## config.mk

```make
export PLATFORM = sky130hd
export DESIGN_NAME = bf_sched
export DESIGN_NICKNAME = d
export VERILOG_FILES = /design/src/rtl/bf_sched.sv
export SDC_FILE = /design/constraint.sdc
export NUM_CORES = 1
export LEC_CHECK = 0
export CAP_MARGIN = 20
export CORE_ASPECT_RATIO = 0.75
export CORE_MARGIN = 5
export CORE_UTILIZATION = 33
export CTS_CLUSTER_DIAMETER = 100
export DETAILED_ROUTE_END_ITERATION = 10
export SYNTH_ARGS = -nofsm -noshare
export SYNTH_HDL_FRONTEND = slang
export SYNTH_SLANG_ARGS = --single-unit
```

## constraint.sdc

```tcl
create_clock -name clk -period 3.1 [get_ports clk]
set_input_delay 0.62 -clock clk [delete_from_list [all_inputs] [get_ports clk]]
set_output_delay 0.62 -clock clk [all_outputs]
set_load 0.05 [all_outputs]
```

## src/rtl/bf_sched.sv

```systemverilog
// Radix-2 butterfly sequencer: walks every stage of an in-place N-point transform, issues address/twiddle triples.
// Latency: first issue one cycle after start; write-back tags pop combinationally with the butterfly result.
// Backpressure: triple holds while iss_rdy=0; issue throttled to MAX_OUT in flight; each stage drains before the next.

// Generic circular FIFO; head data is visible combinationally whenever not empty.
// Latency: a pushed entry is readable the cycle after the push.
// Backpressure: none internally; the caller must never push when full.
module bf_sched_fifo #(
    parameter int W     = 8,
    parameter int DEPTH = 4
) (
    input  logic         clk,
    input  logic         rst,
    input  logic         push,
    input  logic [W-1:0] push_dat,
    input  logic         pop,
    output logic [W-1:0] head_dat,
    output logic         empty
);
    localparam int AW = $clog2(DEPTH);

    logic [W-1:0]  mem [DEPTH];
    logic [AW-1:0] wr_ptr;
    logic [AW-1:0] rd_ptr;
    logic [AW:0]   cnt;

    always_ff @(posedge clk or posedge rst) begin
        if (rst) begin
            wr_ptr <= '0;
            rd_ptr <= '0;
            cnt    <= '0;
        end else begin
            if (push) wr_ptr <= wr_ptr + AW'(1);
            if (pop)  rd_ptr <= rd_ptr + AW'(1);
            case ({push, pop})
                2'b10:   cnt <= cnt + (AW+1)'(1);
                2'b01:   cnt <= cnt - (AW+1)'(1);
                default: cnt <= cnt;
            endcase
        end
    end

    always_ff @(posedge clk) begin
        if (push) mem[wr_ptr] <= push_dat;
    end

    assign head_dat = mem[rd_ptr];
    assign empty    = (cnt == '0);
endmodule

module bf_sched #(
    parameter int LOG_N   = 10,
    parameter int MAX_OUT = 8
) (
    input  logic             clk,
    input  logic             rst,
    input  logic             start,
    input  logic [1:0]       mode,
    output logic             busy,
    output logic             done,
    output logic [1:0]       bf_mode,
    output logic             iss_vld,
    input  logic             iss_rdy,
    output logic [LOG_N-1:0] iss_addr_a,
    output logic [LOG_N-1:0] iss_addr_b,
    output logic [LOG_N-2:0] iss_tw,
    input  logic             bf_o_vld,
    output logic             bf_o_rdy,
    output logic             wr_en,
    output logic [LOG_N-1:0] wr_addr_a,
    output logic [LOG_N-1:0] wr_addr_b,
    output logic             err
);
    localparam int HW = LOG_N - 1;
    localparam int SW = $clog2(LOG_N);
    localparam int CW = $clog2(MAX_OUT) + 1;

    typedef enum logic [1:0] {IDLE, ISSUE, DRAIN, DONE} state_t;

    typedef struct packed {
        logic [LOG_N-1:0] a;
        logic [LOG_N-1:0] b;
    } tag_t;

    state_t        state, state_nxt;
    logic [SW-1:0] stg;
    logic [HW-1:0] j;
    logic [CW-1:0] outstanding;

    logic          ld_start;
    logic          nxt_stage;
    logic          iss_fire;
    logic          pop;
    logic          fifo_empty;
    logic [SW-1:0] last_stg;
    logic          credit_ok;

    logic [LOG_N-1:0] j_ext, half, mask, addr_a, addr_b;
    logic [SW-1:0]    tw_sh;
    logic [HW-1:0]    tw;
    tag_t             push_tag, head_tag;

    // Inverse modes walk the stages from widest span down to span 1.
    assign last_stg  = bf_mode[0] ? '0 : SW'(LOG_N - 1);
    assign credit_ok = (outstanding < CW'(MAX_OUT));
    assign iss_fire  = iss_vld & iss_rdy;
    assign busy      = (state != IDLE);

    always_ff @(posedge clk or posedge rst) begin
        if (rst) state <= IDLE;
        else     state <= state_nxt;
    end

    always_comb begin
        state_nxt = state;
        iss_vld   = 1'b0;
        done      = 1'b0;
        ld_start  = 1'b0;
        nxt_stage = 1'b0;
        case (state)
            IDLE: begin
                if (start) begin
                    ld_start  = 1'b1;
                    state_nxt = ISSUE;
                end
            end
            ISSUE: begin
                iss_vld = credit_ok;
                if (credit_ok && iss_rdy && (j == '1)) state_nxt = DRAIN;
            end
            DRAIN: begin
                // Every result of this stage must be written before the next stage reads.
                if (outstanding == '0) begin
                    if (stg == last_stg) begin
                        state_nxt = DONE;
                    end else begin
                        nxt_stage = 1'b1;
                        state_nxt = ISSUE;
                    end
                end
            end
            DONE: begin
                done      = 1'b1;
                state_nxt = IDLE;
            end
            default: state_nxt = IDLE;
        endcase
    end

    always_ff @(posedge clk or posedge rst) begin
        if (rst) begin
            bf_mode <= '0;
            stg     <= '0;
            j       <= '0;
        end else if (ld_start) begin
            bf_mode <= mode;
            stg     <= mode[0] ? SW'(LOG_N - 1) : '0;
            j       <= '0;
        end else if (nxt_stage) begin
            stg     <= bf_mode[0] ? stg - SW'(1) : stg + SW'(1);
            j       <= '0;
        end else if (iss_fire) begin
            j       <= j + HW'(1);
        end
    end

    // Group base is j with its low s bits kept and the rest shifted up by one.
    always_comb begin
        j_ext  = {1'b0, j};
        half   = LOG_N'(1) << stg;
        mask   = half - LOG_N'(1);
        addr_a = ((j_ext & ~mask) << 1) | (j_ext & mask);
        addr_b = addr_a | half;
        tw_sh  = SW'(LOG_N - 1) - stg;
        tw     = (j & mask[HW-1:0]) << tw_sh;
    end

    assign iss_addr_a = (state == ISSUE) ? addr_a : '0;
    assign iss_addr_b = (state == ISSUE) ? addr_b : '0;
    assign iss_tw     = (state == ISSUE) ? tw     : '0;

    assign push_tag.a = addr_a;
    assign push_tag.b = addr_b;

    bf_sched_fifo #(
        .W     ($bits(tag_t)),
        .DEPTH (MAX_OUT)
    ) u_tag_fifo (
        .clk      (clk),
        .rst      (rst),
        .push     (iss_fire),
        .push_dat (push_tag),
        .pop      (pop),
        .head_dat (head_tag),
        .empty    (fifo_empty)
    );

    assign bf_o_rdy  = ~fifo_empty;
    assign pop       = bf_o_vld & ~fifo_empty;
    assign wr_en     = pop;
    assign wr_addr_a = fifo_empty ? '0 : head_tag.a;
    assign wr_addr_b = fifo_empty ? '0 : head_tag.b;

    always_ff @(posedge clk or posedge rst) begin
        if (rst) begin
            outstanding <= '0;
        end else begin
            case ({iss_fire, pop})
                2'b10:   outstanding <= outstanding + CW'(1);
                2'b01:   outstanding <= outstanding - CW'(1);
                default: outstanding <= outstanding;
            endcase
        end
    end

    // A result with no tag waiting means the pipeline and scheduler disagree.
    always_ff @(posedge clk or posedge rst) begin
        if (rst)                          err <= 1'b0;
        else if (bf_o_vld && fifo_empty)  err <= 1'b1;
    end
endmodule

```

# Word-level counts from Yosys, hierarchy flattened
# Memories as Yosys holds them, arrays and structs flattened.
# Cells that the tools add are included.
[word_totals] in_bits=7 mem_bits_ro=0 ram_bits=160 mem_count=1 out_inout_bits=57 latchBits=0 reg_bits=32 word_cells=83
[op_classes] n_lt_le_gt_ge=1 div_mod_pow=0 n_eq_ne=10 add_sub_neg=11 shift=2 muxes=29 n_reduce_logical=11 multipliers=0 bitwise_logic=9
[mem_list] name="u_tag_fifo.mem" words=8 word_bits=20 read_ports=1 rd_clocked_by_memory_dff=0 wr=1 line_no="22" rtl="logic [W-1:0] mem [DEPTH];"
[ops] cell="10-bit 2-to-1 mux" count=4
[ops] cell="9-bit 2-to-1 mux" count=4
[ops] cell="4-bit 2-to-1 mux" count=5
[ops] cell="10-bit OR" count=2
[ops] cell="9-bit AND" count=2
[ops] cell="4-bit one-hot mux with 2 select lines" count=2
[ops] cell="4-bit by 1-bit adder with 4-bit output, second input constant" count=3
[ops] cell="4-bit by 1-bit subtractor with 4-bit output, second input constant" count=3
[ops] cell="9-bit by 10-bit AND with 10-bit output" count=1
[ops] cell="1-bit by 4-bit << shifter with 10-bit output, first input constant" count=1
[ops] cell="10-bit by 1-bit subtractor with 10-bit output, second input constant" count=1
[ops] cell="9-bit by 1-bit adder with 9-bit output, second input constant" count=1
[ops] cell="9-bit == test, second input constant" count=1
[ops] cell="1-bit 2-to-1 mux" count=9
[ops] cell="9-bit NOT" count=1
[ops] cell="9-bit by 4-bit << shifter with 9-bit output" count=1
[ops] cell="4-bit zero test" count=2
[ops] cell="2-bit 2-to-1 mux" count=4
[ops] cell="2-bit one-hot mux with 4 select lines" count=1
[ops] cell="3-bit by 1-bit adder with 3-bit output, second input constant" count=2
[ops] cell="2-bit == test, second input constant" count=3
[ops] cell="2-bit != test, second input constant" count=3
[ops] cell="2-bit nonzero test" count=3
[ops] cell="2-bit by 1-bit == test with 1-bit output, second input constant" count=2
[ops] cell="9 further kinds" count=12

# Logic depth before layout (Yosys ltp)
# Gate-level depths: netlist of run 1.
[logic_depth] ltp_word=7 depth_mapped=13 mapped_depth_nobuf=10

# Modules after synthesis
# Synthesis of run 1 repeated with hierarchy kept, for this count alone.
[unflattened] cells_unflattened=615 area_unflattened_um2=9280.2
[by_module_without_submodules] module="bf_sched_fifo" area_per_inst_um2=6764.0 cells_each=291 seq_area_each_um2=5054.8 instances=1
[by_module_without_submodules] module="bf_sched" area_per_inst_um2=2516.2 cells_each=324 seq_area_each_um2=550.5 instances=1

# Least setup slack after synthesis of run 1
# Ideal clock, no wire load.
[synth_timing] kind="flip-flop to output port" startpoint="register stg[0]" endpoint="output port iss_tw[7]" path_slack_ns=-0.691 stages_incl_launch_ff=12 t_arrival_ns=3.171 t_required_ns=2.480 n_path_buf=4 path_cell_list="dfrtp_1 > buf_2 > buf_2 > nor2b_1 > nand2_1 > ha_1 > buf_2 > clkbuf_1 > nand2_1 > o21ai_0 > a311oi_1 > a211oi_1"
[synth_between] elab_chain_len=5 word_cells_on_any_way=6 classes_between="add/sub: 2; shift: 2; mux: 1; bitwise: 1"
[synth_rtl] element="from (decl)" line_no="86" rtl="logic [SW-1:0] stg;"
[synth_rtl] element="from (signal assigned)" line_no="157" rtl="stg <= mode[0] ? SW'(LOG_N - 1) : '0;"
[synth_rtl] element="from (signal assigned)" line_no="160" rtl="stg <= bf_mode[0] ? stg - SW'(1) : stg + SW'(1);"
[synth_rtl] element="1-bit by 4-bit << shifter with 10-bit output" line_no="170" rtl="half = LOG_N'(1) << stg;"
[synth_rtl] element="10-bit by 1-bit subtractor with 10-bit output" line_no="171" rtl="mask = half - LOG_N'(1);"
[synth_rtl] element="9-bit AND" line_no="175" rtl="tw = (j & mask[HW-1:0]) << tw_sh;"
[synth_rtl] element="9-bit by 4-bit << shifter with 9-bit output *" line_no="175"
[synth_rtl] element="9-bit 2-to-1 mux *" line_no="180" rtl="assign iss_tw = (state == ISSUE) ? tw : '0;"
[synth_rtl] element="to (decl)" line_no="66" rtl="output logic [LOG_N-2:0] iss_tw,"
# Every way passes the cells marked *; elsewhere a longest branch is shown, timed or not.

# Worst setup path in the final report of run 1
[layout_timing] startpoint="register stg[3]" endpoint="output port iss_tw[5]"
# The elaborated chain is that of the path after synthesis.

==> reports/summary.txt, run 1 <==
=====================================================================================
Lkg Pwr                                                                       4.32 nW
Cells along the critical path                                            buf_6 > or3b_2 > xnor2_1 > and3_1 > a21oi_1 > o32ai_4 > buf_12
Final wirelength                                                              22.1 mm
# clock sinks                                                                     192
Power per cell area                                                       1110 nW/µm²
Setup repair after global routing missed its margin                              true
Via count of the first global-routing pass                                       5646
Number of CTS-inserted buffers                                                     17
Number of max-capacitance violations reported                                       0
Clock latency reported for the late side of the worst-skew pair                430 ps
Die outline width                                                              199 µm
Total via count after detailed routing                                           5546
Remaining max-slew budget at the tightest pin                                   51.4%
Warnings from Yosys                                                                 0
Synth-to-Final Area Change                                                      32.6%
CP max stage delay                                                             500 ps
Worst setup path endpoint                                                   iss_tw[5]
Diodes inserted                                                                     0
Area share of the leading cell type in the synthesized netlist                  54.3%
Share of flip-flops with an asynchronous set or reset                           16.7%
Most Used Layer, Global Route                                                    met2
Startpoint-to-endpoint class of the critical path                        flop to output pin
Post-layout nets                                                                  740
TritonCTS clock tree                                                            built
Total of buffers placed on input and output ports                                  63
Post-synthesis cell count                                                         615
Chip Height                                                                    152 µm
Number of nets with antenna violations after routing                                0
Boundary Pins                                                                      64
Overflow left after global routing                                                  0
Worst-case register-to-register setup slack                                    580 ps
Area inside the core boundary                                               26200 µm²
Kind of launch point of the worst setup path                                     flop
Count of H-tree levels built during CTS                                             4
Most common cell after layout, fill and taps aside                           edfxtp_1
Register share of total power                                                   28.6%
Clock-pin slew of the registers on the worst-case setup and hold paths          80 ps
Kind of end point of the critical path                                     output pin
Row cnt                                                                            51
Top cells by area in the synthesized netlist                             edfxtp_1, mux4_2, dfrtp_1
Number of DRC markers in iteration 0                                              445
Met1 Use GR                                                                     22.1%
Hold slack                                                                     459 ps
Final design utilization                                                        44.8%
Internal power of the cells                                                   7.69 mW
Initial standard-cell utilization of the core                                   33.8%
Wire per inst                                                                 20.5 µm
Global-route wire length before repair                                        34.2 mm
Switching Fraction                                                              41.0%
Count of unresolved DRC violations after routing                                    0
P_sw                                                                          5.34 mW
Result of the run                                                        complete, no violations
Worst supply voltage drop on vdd                                               883 µV
Worst path required time                                                      2480 ps
DP HPWL                                                                       14.6 mm
Total nets after synthesis                                                        638
Crit path max fanout                                                               28
Number of inserted filler cells in the final layout                              2303
Post-synthesis cell type count                                                     64
Number of iterations in the first detailed-routing pass                             5
Most frequently used flop master after synthesis                             edfxtp_1
Maximum count of clock buffers along a single path                                  2
Critical path launch point                                                     stg[3]
Startpoint of the worst register-to-register path                            state[1]
Cell taking the most area after synthesis                                    edfxtp_1
Gr usage total                                                                  14.8%
Power share of the combinational group                                          54.7%
Worst clock skew                                                              20.4 ps
Setup-violating endpoint count in the final report                                  0
Top library cells by usage in the layout, fill and taps aside            edfxtp_1, nor2_1, buf_12, nand2_1, buf_4
Sequential fraction of the synthesis area                                       63.3%
Destination of the worst register-to-register timing path                outstanding[3]
Part of the cycle the worst path needs                                          99.1%
Post-synth EDFFs                                                                  160
GR Util met2                                                                    22.6%
Clock network fraction of design power                                          16.7%
Largest net degree at the start of global routing                                  43
Synth Register Bits                                                               192
GR Layer Usage met3                                                             2.85%
Synthesized cell area                                                        8850 µm²
Clock tree root buffer cell                                                 clkbuf_16
Shortest period the worst path allows                                         3070 ps
Final Hold Viols                                                                    0
Slew Viols, Final                                                                   0
Least-Margin Pin Slew                                                          729 ps
Average cell area after synthesis                                            14.4 µm²
Area of the die                                                             30200 µm²
Number of antenna violations at the first check in global routing                   0
Timing-limited maximum frequency                                            0.326 GHz
Placer Congestion                                                               0.861
Worst R2R Path Depth                                                               10
Worst Hold Class                                                         flop to flop
Proportion of layout cells with a drive suffix above 1                          34.7%
Highest-delay cell along the critical path                                     or3b_2
Total power consumption of the routed design                                  13.0 mW
Data arrival time of the critical path                                        2450 ps
Cts hold-fix bufs                                                                   0
Routed vias/inst                                                                 5.16
=====================================================================================
[layer usage]
layer	routed length (µm)	share of wire, %	up-vias
li1	-	-	2522
met1	10500	48	2860
met2	10200	46	148
met3	1120	5.1	16
met4	196	0.89	0
met5	0	0	-
[cell type report]
type                            instances  area, µm²  share of cell area (%)
Timing Repair Buffer                  124       1680                    14.3
Tap cell                              344        430                    3.67
Clock inverter                         15        170                    1.45
Inverter                               18       71.3                   0.607
Clock buffer                           17        425                    3.62
Multi-Input combinational cell        364       3350                    28.6
Sequential cell                       192       5610                    47.8
[flip-flops by register name (all words and copies together), names as in the netlist]
| name | count |
|---|---|
| bf_mode | 2 |
| err | 1 |
| j | 9 |
| outstanding | 4 |
| state | 2 |
| stg | 4 |
| u_tag_fifo.cnt | 4 |
| u_tag_fifo.mem | 160 |
| u_tag_fifo.rd_ptr | 3 |
| u_tag_fifo.wr_ptr | 3 |
[per-stage QoR]
| step | instance area, µm² | setup slack (ps) | setup TNS [ps] | std cells |
|---|---|---|---|---|
| global placement | 10700 | 119 | 0 | 1027 |
| finish | 11700 | 29.2 | 0 | 1074 |
| global route | 11700 | -80.9 | -341 | 1074 |
| CTS | 11500 | -21.9 | -62.8 | 1064 |
| floorplan | 8970 | -227 | -237 | 615 |
| detailed placement | 10700 | 89.8 | 0 | 1027 |
[synthesized netlist by cell type (3+ instances only)]
| master | number |
|---|---|
| a31oi_1 | 5 |
| or2_2 | 5 |
| xnor2_1 | 9 |
| nand2b_1 | 7 |
| mux4_2 | 40 |
| buf_2 | 12 |
| or3_1 | 4 |
| o21ai_0 | 16 |
| ha_1 | 13 |
| fa_1 | 3 |
| nor4_1 | 3 |
| edfxtp_1 | 160 |
| dfrtp_1 | 32 |
| xor2_1 | 13 |
| buf_6 | 3 |
| nor3_1 | 6 |
| mux2_2 | 3 |
| and2_1 | 4 |
| clkbuf_1 | 18 |
| o22ai_1 | 6 |
| mux2i_1 | 26 |
| a21oi_1 | 19 |
| nor2_1 | 60 |
| nand2_1 | 50 |
| a21o_1 | 5 |
| nand3_1 | 6 |
| nor2b_1 | 16 |
| and3_1 | 3 |
| buf_1 | 8 |
| inv_1 | 16 |
| a211oi_1 | 4 |
[repair_timing]
item                                   4_1_cts  5_1_grt
gates resized for setup                     34       36
endpoints found under the hold margin        0        0
setup endpoints to repair                   23       24
cloned                                       1        1
pin swaps                                    4       12
setup buffers                                4        9
[worst min path at each step]
stage / from / endpoint / slack [ps] / depth (start not counted)
floorplan: u_tag_fifo.cnt[3] / u_tag_fifo.cnt[3] / 460 / 1
global placement: err / err / 450 / 1
detailed placement: err / err / 450 / 1
CTS: err / err / 460 / 1
global route: err / err / 490 / 1
finish: err / err / 460 / 1
[power groups by stage]
stage	Sequential, mW	Combinational (mW)	Clock (mW)
after CTS	3.72	6.98	2.21
final	3.73	7.13	2.17
after global placement	3.73	6.71	0
after floorplan	3.65	4.01	0
after global routing	3.77	7.57	2.32
after detailed placement	3.77	6.81	0
[worst max-delay path: cells and delay by family, from the launching register on]
kind	cells	cell delay [ps]
AO/OA/AOI/OAI	2	380
AND/OR/NAND/NOR	2	680
XOR/XNOR	1	140
buffers and inverters	2	390
flip-flops	1	430
[logic make-up (layout without fill, tap and decap cells)]
logic type / Yosys count / count (layout) / share of synthesized area [%]
mux: 69 / 69 / 13.5
buf+inv: 59 / 174 / 2.92
compound gates: 79 / 79 / 5.78
fa+ha+maj: 17 / 17 / 2.63
simple gates: 177 / 177 / 9.69
xor+xnor: 22 / 22 / 2.18
flops: 192 / 192 / 63.3
No activity file was read; power rests on OpenSTA's default activity.
==> run 2, diff against run 1 <==
--- a/config.mk
+++ b/config.mk
@@ -14,3 +14,4 @@
 export SYNTH_ARGS = -nofsm -noshare
 export SYNTH_HDL_FRONTEND = slang
 export SYNTH_SLANG_ARGS = --single-unit
+export TNS_END_PERCENT = 5
==> run 2 against run 1 <==
Net effect: the run now ends with negative setup slack left; sequential power is essentially flat; clock power is essentially flat; count of clock-buffer cells in the layout is the same; cell count grew 0.28%; cell area shrank 0.69%; first-iteration DRC count shrank 11%; critical path depth grew 2; sequential share of layout area grew 0.32 points; core utilization shrank 0.31 points; combinational power shrank 2%; critical path type unchanged; largest power group unchanged.
==> reports/summary.txt, run 2 (synthesis gave the netlist of run 1 again) <==
=====================================================================================
Result of the run                                                        complete, but fails checks
Violated checks                                                          negative setup slack
Least-Margin Pin Slew                                                          664 ps   -65.4 ps
Post-layout nets                                                                  743   +0.41%
DP HPWL                                                                       14.8 mm   +1.1%
Worst clock skew                                                              18.8 ps   -1.59 ps
Power share of the combinational group                                          54.4%   -0.3 points
Shortest period the worst path allows                                         3170 ps   +102 ps
Number of nets with antenna violations after routing                                0   unchanged
Largest net degree at the start of global routing                                  36   -16%
Critical path launch point                                                     stg[0]
Hold slack                                                                     467 ps   +8.07 ps
Startpoint of the worst register-to-register path                            state[1]
Area inside the core boundary                                               26200 µm²   unchanged
Number of max-capacitance violations reported                                       0   unchanged
Clock-pin slew of the registers on the worst-case setup and hold paths          80 ps   about the same
Final Hold Viols                                                                    0   unchanged
Number of CTS-inserted buffers                                                     17   unchanged
Synth-to-Final Area Change                                                      31.7%
Register share of total power                                                   28.6%   about the same
Clock latency reported for the late side of the worst-skew pair                440 ps   about the same
Count of H-tree levels built during CTS                                             4   unchanged
Via count of the first global-routing pass                                       5669   +0.41%
Lkg Pwr                                                                       4.31 nW   about the same
Top Registers                                                            u_tag_fifo.mem (160), j (9)
Slack of the critical path                                                   -72.9 ps   -102 ps
Number of DRC markers in iteration 0                                              397   -11%
Most common cell after layout, fill and taps aside                           edfxtp_1
Most Used Layer, Global Route                                                    met1
Final design utilization                                                        44.5%   -0.31 points
P_sw                                                                          5.34 mW   about the same
Slew Viols, Final                                                                   0   unchanged
Worst Hold Class                                                         flop to flop
Internal power of the cells                                                   7.58 mW   -1.3%
Met1 Use GR                                                                     22.3%   +0.15 points
Number of iterations in the first detailed-routing pass                             4   -1
Row cnt                                                                            51   unchanged
Placer Congestion                                                               0.893   +3.7%
Diodes inserted                                                                     0   unchanged
Worst supply voltage drop on vdd                                               901 µV   +2.1%
Area of the die                                                             30200 µm²   unchanged
Total power consumption of the routed design                                  12.9 mW   -0.82%
Part of the cycle the worst path needs                                           102%   +3.3 points
Boundary Pins                                                                      64   unchanged
TritonCTS clock tree                                                            built
Number of flip-flops under the largest register name                              160   unchanged
Switching Fraction                                                              41.3%   +0.31 points
Cts hold-fix bufs                                                                   0   unchanged
Wire per inst                                                                 20.3 µm   -1.2%
Register bank with the most flops                                        u_tag_fifo.mem
Number of antenna violations at the first check in global routing                   0   unchanged
Hold path start                                                                   err
Setup-violating endpoint count in the final report                                  7   +7
Data arrival time of the critical path                                        2550 ps   +100 ps
Count of unresolved DRC violations after routing                                    0   unchanged
Crit path max fanout                                                               10   -64%
Clock network fraction of design power                                          17.0%   +0.3 points
Kind of end point of the critical path                                     output pin
Total via count after detailed routing                                           5535   -0.20%
Startpoint-to-endpoint class of the critical path                        flop to output pin
Final wirelength                                                              21.9 mm   -0.91%
Remaining max-slew budget at the tightest pin                                   55.8%   +4.4 points
Die outline width                                                              199 µm   unchanged
Routed vias/inst                                                                 5.14   -0.48%
# clock sinks                                                                     192   unchanged
Gr usage total                                                                  14.8%   -0.098 points
Power per cell area                                                       1110 nW/µm²   -0.13%
Clock tree root buffer cell                                                 clkbuf_16
Global-route wire length before repair                                        34.3 mm   +0.34%
Overflow left after global routing                                                  0   unchanged
Chip Height                                                                    152 µm   unchanged
Maximum count of clock buffers along a single path                                  2   unchanged
GR Util met2                                                                    22.1%   -0.48 points
Setup repair after global routing missed its margin                              true
Total of buffers placed on input and output ports                                  63   unchanged
Top library cells by usage in the layout, fill and taps aside            edfxtp_1, buf_12, buf_4, nor2_1, nand2_1
Worst path required time                                                      2480 ps   about the same
Timing-limited maximum frequency                                            0.315 GHz   -3.2%
Proportion of layout cells with a drive suffix above 1                          34.1%   -0.55 points
GR Layer Usage met3                                                             3.29%   +0.44 points
Kind of launch point of the worst setup path                                     flop
Pre-CTS WS                                                                    98.6 ps   +8.82 ps
Initial standard-cell utilization of the core                                   33.8%   unchanged
=====================================================================================
[run 2: changes by cell type in the layout (fill, tap and decap cells not counted), moves of 2 or more]
cell and change:
clkinvlp_4 -2, buf_12 +3, a21oi_4 -2, nor2b_2 +2
nor2_2 +4, inv_12 +2, nor2b_4 -3, o21ai_0 +2
nor2_1 -3, a21oi_1 +3, nand2_4 -2, buf_4 +9
buf_6 -9
[run 2: area by class of cell]
class / count / area [µm²]
Sequential cell: 192 / 5610
Multi-Input combinational cell: 364 / 3240
Fill cell: 2292 / 14600
Clock inverter: 15 / 179
Tap cell: 344 / 430
Timing Repair Buffer: 127 / 1710
Inverter: 18 / 67.6
Clock buffer: 17 / 425
[run 2: power by group through the flow]
stage	Sequential, mW	Clock (mW)	Combinational (mW)
finish	3.70	2.20	7.02
global route	3.74	2.37	7.46
CTS	3.69	2.25	6.94
detailed placement	3.74	0	6.83
global placement	3.72	0	6.76
floorplan	3.65	0	3.95
[run 2: per-stage QoR]
step | instance area [µm²] | setup TNS [ps] | cells
global route | 11700 | -1460 | 1077
floorplan | 8890 | -3290 | 615
CTS | 11400 | -755 | 1065
detailed placement | 10700 | 0 | 1031
global placement | 10700 | 0 | 1031
finish | 11700 | -370 | 1077
[run 2: what timing repair did]
action                                  in CTS  in global routing
endpoints found under the hold margin        0                  0
endpoints found under the setup margin      25                 29
pin swaps                                    0                  7
buffers inserted                             2                 12
gates resized for setup                     25                 29
[run 2: metal layers]
metal  part of all wire, %  vias to the layer above
li1                      -                     2524
met1                    49                     2860
met2                    46                      138
met3                   4.4                       13
met4                  0.80                        0
met5                     0                        -
[run 2: worst paths after layout]
check | cells after the start | slack, ps | endpoint
max in group asynchronous | 3 | 2170 | stg[1]
min in group asynchronous | 3 | 600 | u_tag_fifo.rd_ptr[2]
max reg2reg | 10 | 550 | u_tag_fifo.cnt[3]
min reg2reg | 1 | 470 | err
min | 1 | 470 | err
max | 9 | -70 | iss_tw[7]
[run 2: critical path, stage by stage, from the launching register on]
cell,delay (ps)
dfrtp_1,440
nor2b_4,200
nand2_2,90
ha_4,190
buf_4,170
nand4_1,100
a21oi_1,90
a311oi_1,510
a211oi_2,140
buf_12,180
